--- src/rtl/matrix_location_arbiter.sv ---
// matrix_location_arbiter: round-robin merge of two (layer,row) read streams onto one memory port, with data routed back
module matrix_location_arbiter #(
   parameter int layer_index_size = 32,
   parameter int row_index_size   = 32,
   parameter int data_size        = 32,
   parameter int max_outstanding  = 4
) (
   input  logic                        clk,
   input  logic                        rst_n,
   input  logic                        req_valid_1,
   output logic                        req_ready_1,
   input  logic [layer_index_size-1:0] read_layer_index_1,
   input  logic [row_index_size-1:0]   read_row_index_1,
   input  logic                        req_valid_2,
   output logic                        req_ready_2,
   input  logic [layer_index_size-1:0] read_layer_index_2,
   input  logic [row_index_size-1:0]   read_row_index_2,
   output logic                        read_valid,
   input  logic                        read_ready,
   output logic [layer_index_size-1:0] read_layer_index,
   output logic [row_index_size-1:0]   read_row_index,
   input  logic                        mem_resp_valid,
   input  logic [data_size-1:0]        mem_resp_data,
   output logic                        resp_valid_1,
   output logic [data_size-1:0]        resp_data_1,
   output logic                        resp_valid_2,
   output logic [data_size-1:0]        resp_data_2,
   output logic                        resp_error
);
   localparam int pw = $clog2(max_outstanding);
   localparam int cw = pw + 1;
   localparam logic [cw-1:0] max_cnt = cw'(max_outstanding);

   logic                       pri_2;
   logic [max_outstanding-1:0] tag_mem;
   logic [pw-1:0]              wr_ptr, rd_ptr;
   logic [cw-1:0]              count;
   logic                       can_grant, grant_1, grant_2, push, pop, tag_out;

   // grant decision; the full check uses the pre-pop count, so a same-cycle response does not free a slot
   always_comb begin
      can_grant = (!read_valid || read_ready) && (count < max_cnt);
      grant_1   = can_grant && req_valid_1 && (!req_valid_2 || !pri_2);
      grant_2   = can_grant && req_valid_2 && (!req_valid_1 || pri_2);
      push      = grant_1 || grant_2;
      pop       = mem_resp_valid && (count != '0);
      tag_out   = tag_mem[rd_ptr];
   end

   assign req_ready_1 = grant_1;
   assign req_ready_2 = grant_2;

   // round-robin pointer and registered memory-side location
   always_ff @(posedge clk or negedge rst_n) begin
      if (!rst_n) begin
         pri_2            <= 1'b0;
         read_valid       <= 1'b0;
         read_layer_index <= '0;
         read_row_index   <= '0;
      end else if (push) begin
         pri_2            <= grant_1;
         read_valid       <= 1'b1;
         read_layer_index <= grant_1 ? read_layer_index_1 : read_layer_index_2;
         read_row_index   <= grant_1 ? read_row_index_1 : read_row_index_2;
      end else if (read_ready) begin
         read_valid       <= 1'b0;
      end
   end

   // tag FIFO remembering which requester owns each outstanding read, in issue order
   always_ff @(posedge clk or negedge rst_n) begin
      if (!rst_n) begin
         tag_mem <= '0;
         wr_ptr  <= '0;
         rd_ptr  <= '0;
         count   <= '0;
      end else begin
         if (push) tag_mem[wr_ptr] <= grant_2;
         wr_ptr <= push ? wr_ptr + pw'(1) : wr_ptr;
         rd_ptr <= pop ? rd_ptr + pw'(1) : rd_ptr;
         count  <= (push && !pop) ? count + cw'(1) : (!push && pop) ? count - cw'(1) : count;
      end
   end

   // route returned words to their owner; an unexpected word is dropped and flagged
   always_ff @(posedge clk or negedge rst_n) begin
      if (!rst_n) begin
         resp_valid_1 <= 1'b0;
         resp_valid_2 <= 1'b0;
         resp_data_1  <= '0;
         resp_data_2  <= '0;
         resp_error   <= 1'b0;
      end else begin
         resp_valid_1 <= pop && !tag_out;
         resp_valid_2 <= pop && tag_out;
         if (pop && !tag_out) resp_data_1 <= mem_resp_data;
         if (pop && tag_out) resp_data_2 <= mem_resp_data;
         resp_error   <= resp_error || (mem_resp_valid && count == '0);
      end
   end
endmodule

--- config.mk ---
export PLATFORM = sky130hd
export DESIGN_NAME = matrix_location_arbiter
export DESIGN_NICKNAME = d
export VERILOG_FILES = /design/src/rtl/matrix_location_arbiter.sv
export SDC_FILE = /design/constraint.sdc
export NUM_CORES = 1
export LEC_CHECK = 0
export ABC_AREA = 1
export CAP_MARGIN = 30
export CORE_ASPECT_RATIO = 2
export CORE_MARGIN = 1
export CORE_UTILIZATION = 46
export CTS_CLUSTER_DIAMETER = 50
export DETAILED_ROUTE_END_ITERATION = 8
export PLACE_DENSITY = 0.83
export SLEW_MARGIN = 20
export SYNTH_ARGS = -nofsm -noshare
export SYNTH_HDL_FRONTEND = slang
export SYNTH_SLANG_ARGS = --single-unit
--- constraint.sdc ---
create_clock -name clk -period 6.5 [get_ports clk]
set_clock_uncertainty 0.2 [all_clocks]
set_input_delay 1.625 -clock clk [delete_from_list [all_inputs] [get_ports clk]]
set_output_delay 1.625 -clock clk [all_outputs]
set_load 0.05 [all_outputs]
==> metrics.txt <==
largest net degree at the start of global routing 69; die width 88.6 um; input/output buffers 299; post-CTS sizing 0; htree depth 4; WHS Path Cells 2; Detail Route Antenna Nets 0; Seq/Total Area, Yosys 52.2%; status completed; Post-Place Worst Slack 1.58 ns; Mapped Avg Cell Area 8.10 um2; Clock Tree Root clkbuf_16; vias in the first global route 6603; Post-DP Area 9930 um2; Finished Cell Area 10600 um2; num ports 300; Die Area 15500 um2; final worst path period share 75.6%; global-route wire length before repair 32600 um; Pleak 5.13 nW; syn nets 1024; share of cells above drive strength 1 5.11%; Total GRT Usage 27.4%; Worst EP arrival 3.09 ns; Max VDD drop 383 uV; vias per cell 5.04; warnings from Yosys 0; GRT overflow 0; Max Cap Violations 0; Synth top area share 52.2%; ranking of synthesized cells by area dfrtp_1 (52%), nand2_1 (17%), nand3_1 (12%); worst-path fanout max 24; Core ar. 14700 um2; most frequent CP cell nand2_2; RSZ-0062 raised after global routing no; relative slew slack 44.2%; Num CTS Buffers 17; post-synth cell types 24; maximum clock path buffer count 2; setup violators final 0; area added between synthesis and finish 53.0%; CP Cell Sequence clkdlybuf4s50_1, inv_1, nand2_2, nand2_2, inv_1, nand2_2, inv_2, buf_4; DR iter-0 viols 221; dpl hpwl 14400 um; RR Startpoint read_valid; CP required 4.68 ns; Worst-Skew Late Latency 0.41 ns; CTS tree yes; GPL Wtd Cong 0.860; reg2reg end count[1]; postcts setup bufs 0; fin crit period 4.91 ns; site row count 63; clk slew on worst S/H paths 0.06 ns; CP Buf/Inv Count 5; Max Freq 0.203 GHz; CP Class in2out; Detailed Routing Iterations Pass 1 4; Total Neg Setup Slack 0 ns; post-synthesis cell count 852; DRT Wirelength 20600 um; Hold EP resp_data_1[29]; CP max stage delay 0.48 ns; Yosys reg bits 144; P per Cell Area 594 nW/um2; number of hold buffers added after cts 0; Top delay family on crit path buffers and inverters; routed vias 6703; final setup margin 1.59 ns; hold_sp resp_data_1[29]; Worst-Margin Slew 0.835 ns; n_diodes 0; FF-to-FF setup slack 3.58 ns; Crit-path slowest cell clkdlybuf4s50_1; DR WL/cell 15.5 um; cell taking the most area after synthesis dfrtp_1; Worst Setup End Kind output port; Final nets 1293; fin. max-slew vios 0; endpoints failing hold 0; mapped cell area 6900 um2; clock sink count 144; Register-to-Register Path Depth 11; HP Class reg2reg; Initial Util 46.8%; initial antenna violation count 0; final routed DRC violation total 0; Die Ht 175 um; CP Launch Type input pin
==> worst register-to-register path: stages, from the launching register on <==
cell and delay [ns]:
dfrtp_1 0.36, nand2_2 0.08, nand2_2 0.40, inv_1 0.11, nand2_2 0.09, buf_4 0.57
nand2_2 0.11, ha_1 0.23, inv_1 0.09, fa_1 0.41, nor2_1 0.11, a21oi_1 0.05
==> routing by layer <==
layer | GRT usage (%) | routed length, um | up-vias
met5 | 0 | 0 | -
met4 | 16.1 | 1050 | 0
met3 | 6.90 | 1300 | 65
met2 | 46.8 | 10900 | 282
met1 | 29.8 | 7390 | 3123
li1 | - | - | 3233
==> area by class of cell <==
class	count	area, um2
Clock buffer	19	443
Clock inverter	13	184
Fill cell	1174	4180
Inverter	77	289
Multi-Input combinational cell	574	2730
Sequential cell	144	3600
Tap cell	195	244
Timing Repair Buffer	307	3060
==> cell usage in the layout (no fill, tap or decap), types with 3 or more instances in the layout <==
| master | synthesis | layout |
|---|---|---|
| nand2_1 | 315 | 313 |
| clkdlybuf4s50_1 | 0 | 296 |
| nand3_1 | 164 | 164 |
| dfrtp_1 | 144 | 144 |
| inv_1 | 73 | 73 |
| o21bai_1 | 64 | 64 |
| clkbuf_16 | 0 | 17 |
| buf_4 | 5 | 9 |
| nand2_2 | 6 | 8 |
| nor2_1 | 5 | 5 |
| ha_1 | 5 | 5 |
| inv_2 | 4 | 4 |
| bufinv_16 | 0 | 4 |
| o21ai_0 | 3 | 3 |
| clkinv_2 | 0 | 3 |
| clkinvlp_4 | 0 | 3 |
==> power by group <==
group	leakage, nW	internal (mW)	switching (mW)
Combinational	3.06	1.12	2.52
Clock	0.300	0.653	0.374
Sequential	1.77	1.34	0.252
Total	5.13	3.12	3.15
==> registers in the layout, indices dropped and copies added, names as in the netlist <==
name and count:
resp_valid_1 1, read_valid 1, resp_error 1, resp_data_1 32, count 3, resp_data_2 32
pri_2 1, read_layer_index 32, read_row_index 32, tag_mem 4, wr_ptr 2, rd_ptr 2
resp_valid_2 1
==> worst max path at each step <==
stage	start	endpoint	slack [ns]	depth (start not counted)
floorplan	read_ready	req_ready_2	2.35	7
global placement	read_ready	req_ready_2	1.58	8
detailed placement	read_ready	req_ready_2	1.58	8
CTS	read_ready	req_ready_2	1.57	8
global route	read_ready	req_ready_2	1.45	8
finish	read_ready	req_ready_2	1.59	8
==> through the flow <==
| step | hold WS, ns | total power [mW] | utilization (%) | instances |
|---|---|---|---|---|
| finish | 0.268 | 6.27 | 71.6 | 1329 |
| global route | 0.292 | 6.62 | 71.6 | 1329 |
| CTS | 0.272 | 6.31 | 71.6 | 1329 |
| detailed placement | 0.258 | 5.25 | 67.4 | 1297 |
| global placement | 0.253 | 5.19 | 67.4 | 1297 |
| floorplan | 0.242 | 4.01 | - | 852 |
==> logic make-up after synthesis <==
| group | after synthesis | share of synthesized area, % |
|---|---|---|
| buffers and inverters | 134 | 8.29 |
| AOI/OAI and AO/OA | 71 | 7.56 |
| xor gates and xnor gates | 3 | 0.381 |
| DFF | 144 | 52.2 |
| and+or+nand+nor | 494 | 30.3 |
| adders and majority gates | 6 | 1.20 |
==> cells in the mapped netlist, drive strengths merged <==
cell type	instances
buf	48
xnor2	1
nand4	1
a31o	1
nand2	321
clkbuf	9
ha	5
nand3	165
a21oi	2
o21ai	3
fa	1
dfrtp	144
nor2	7
xor2	2
a21boi	1
inv	77
o21bai	64
Power figures use the tool's default switching activity.
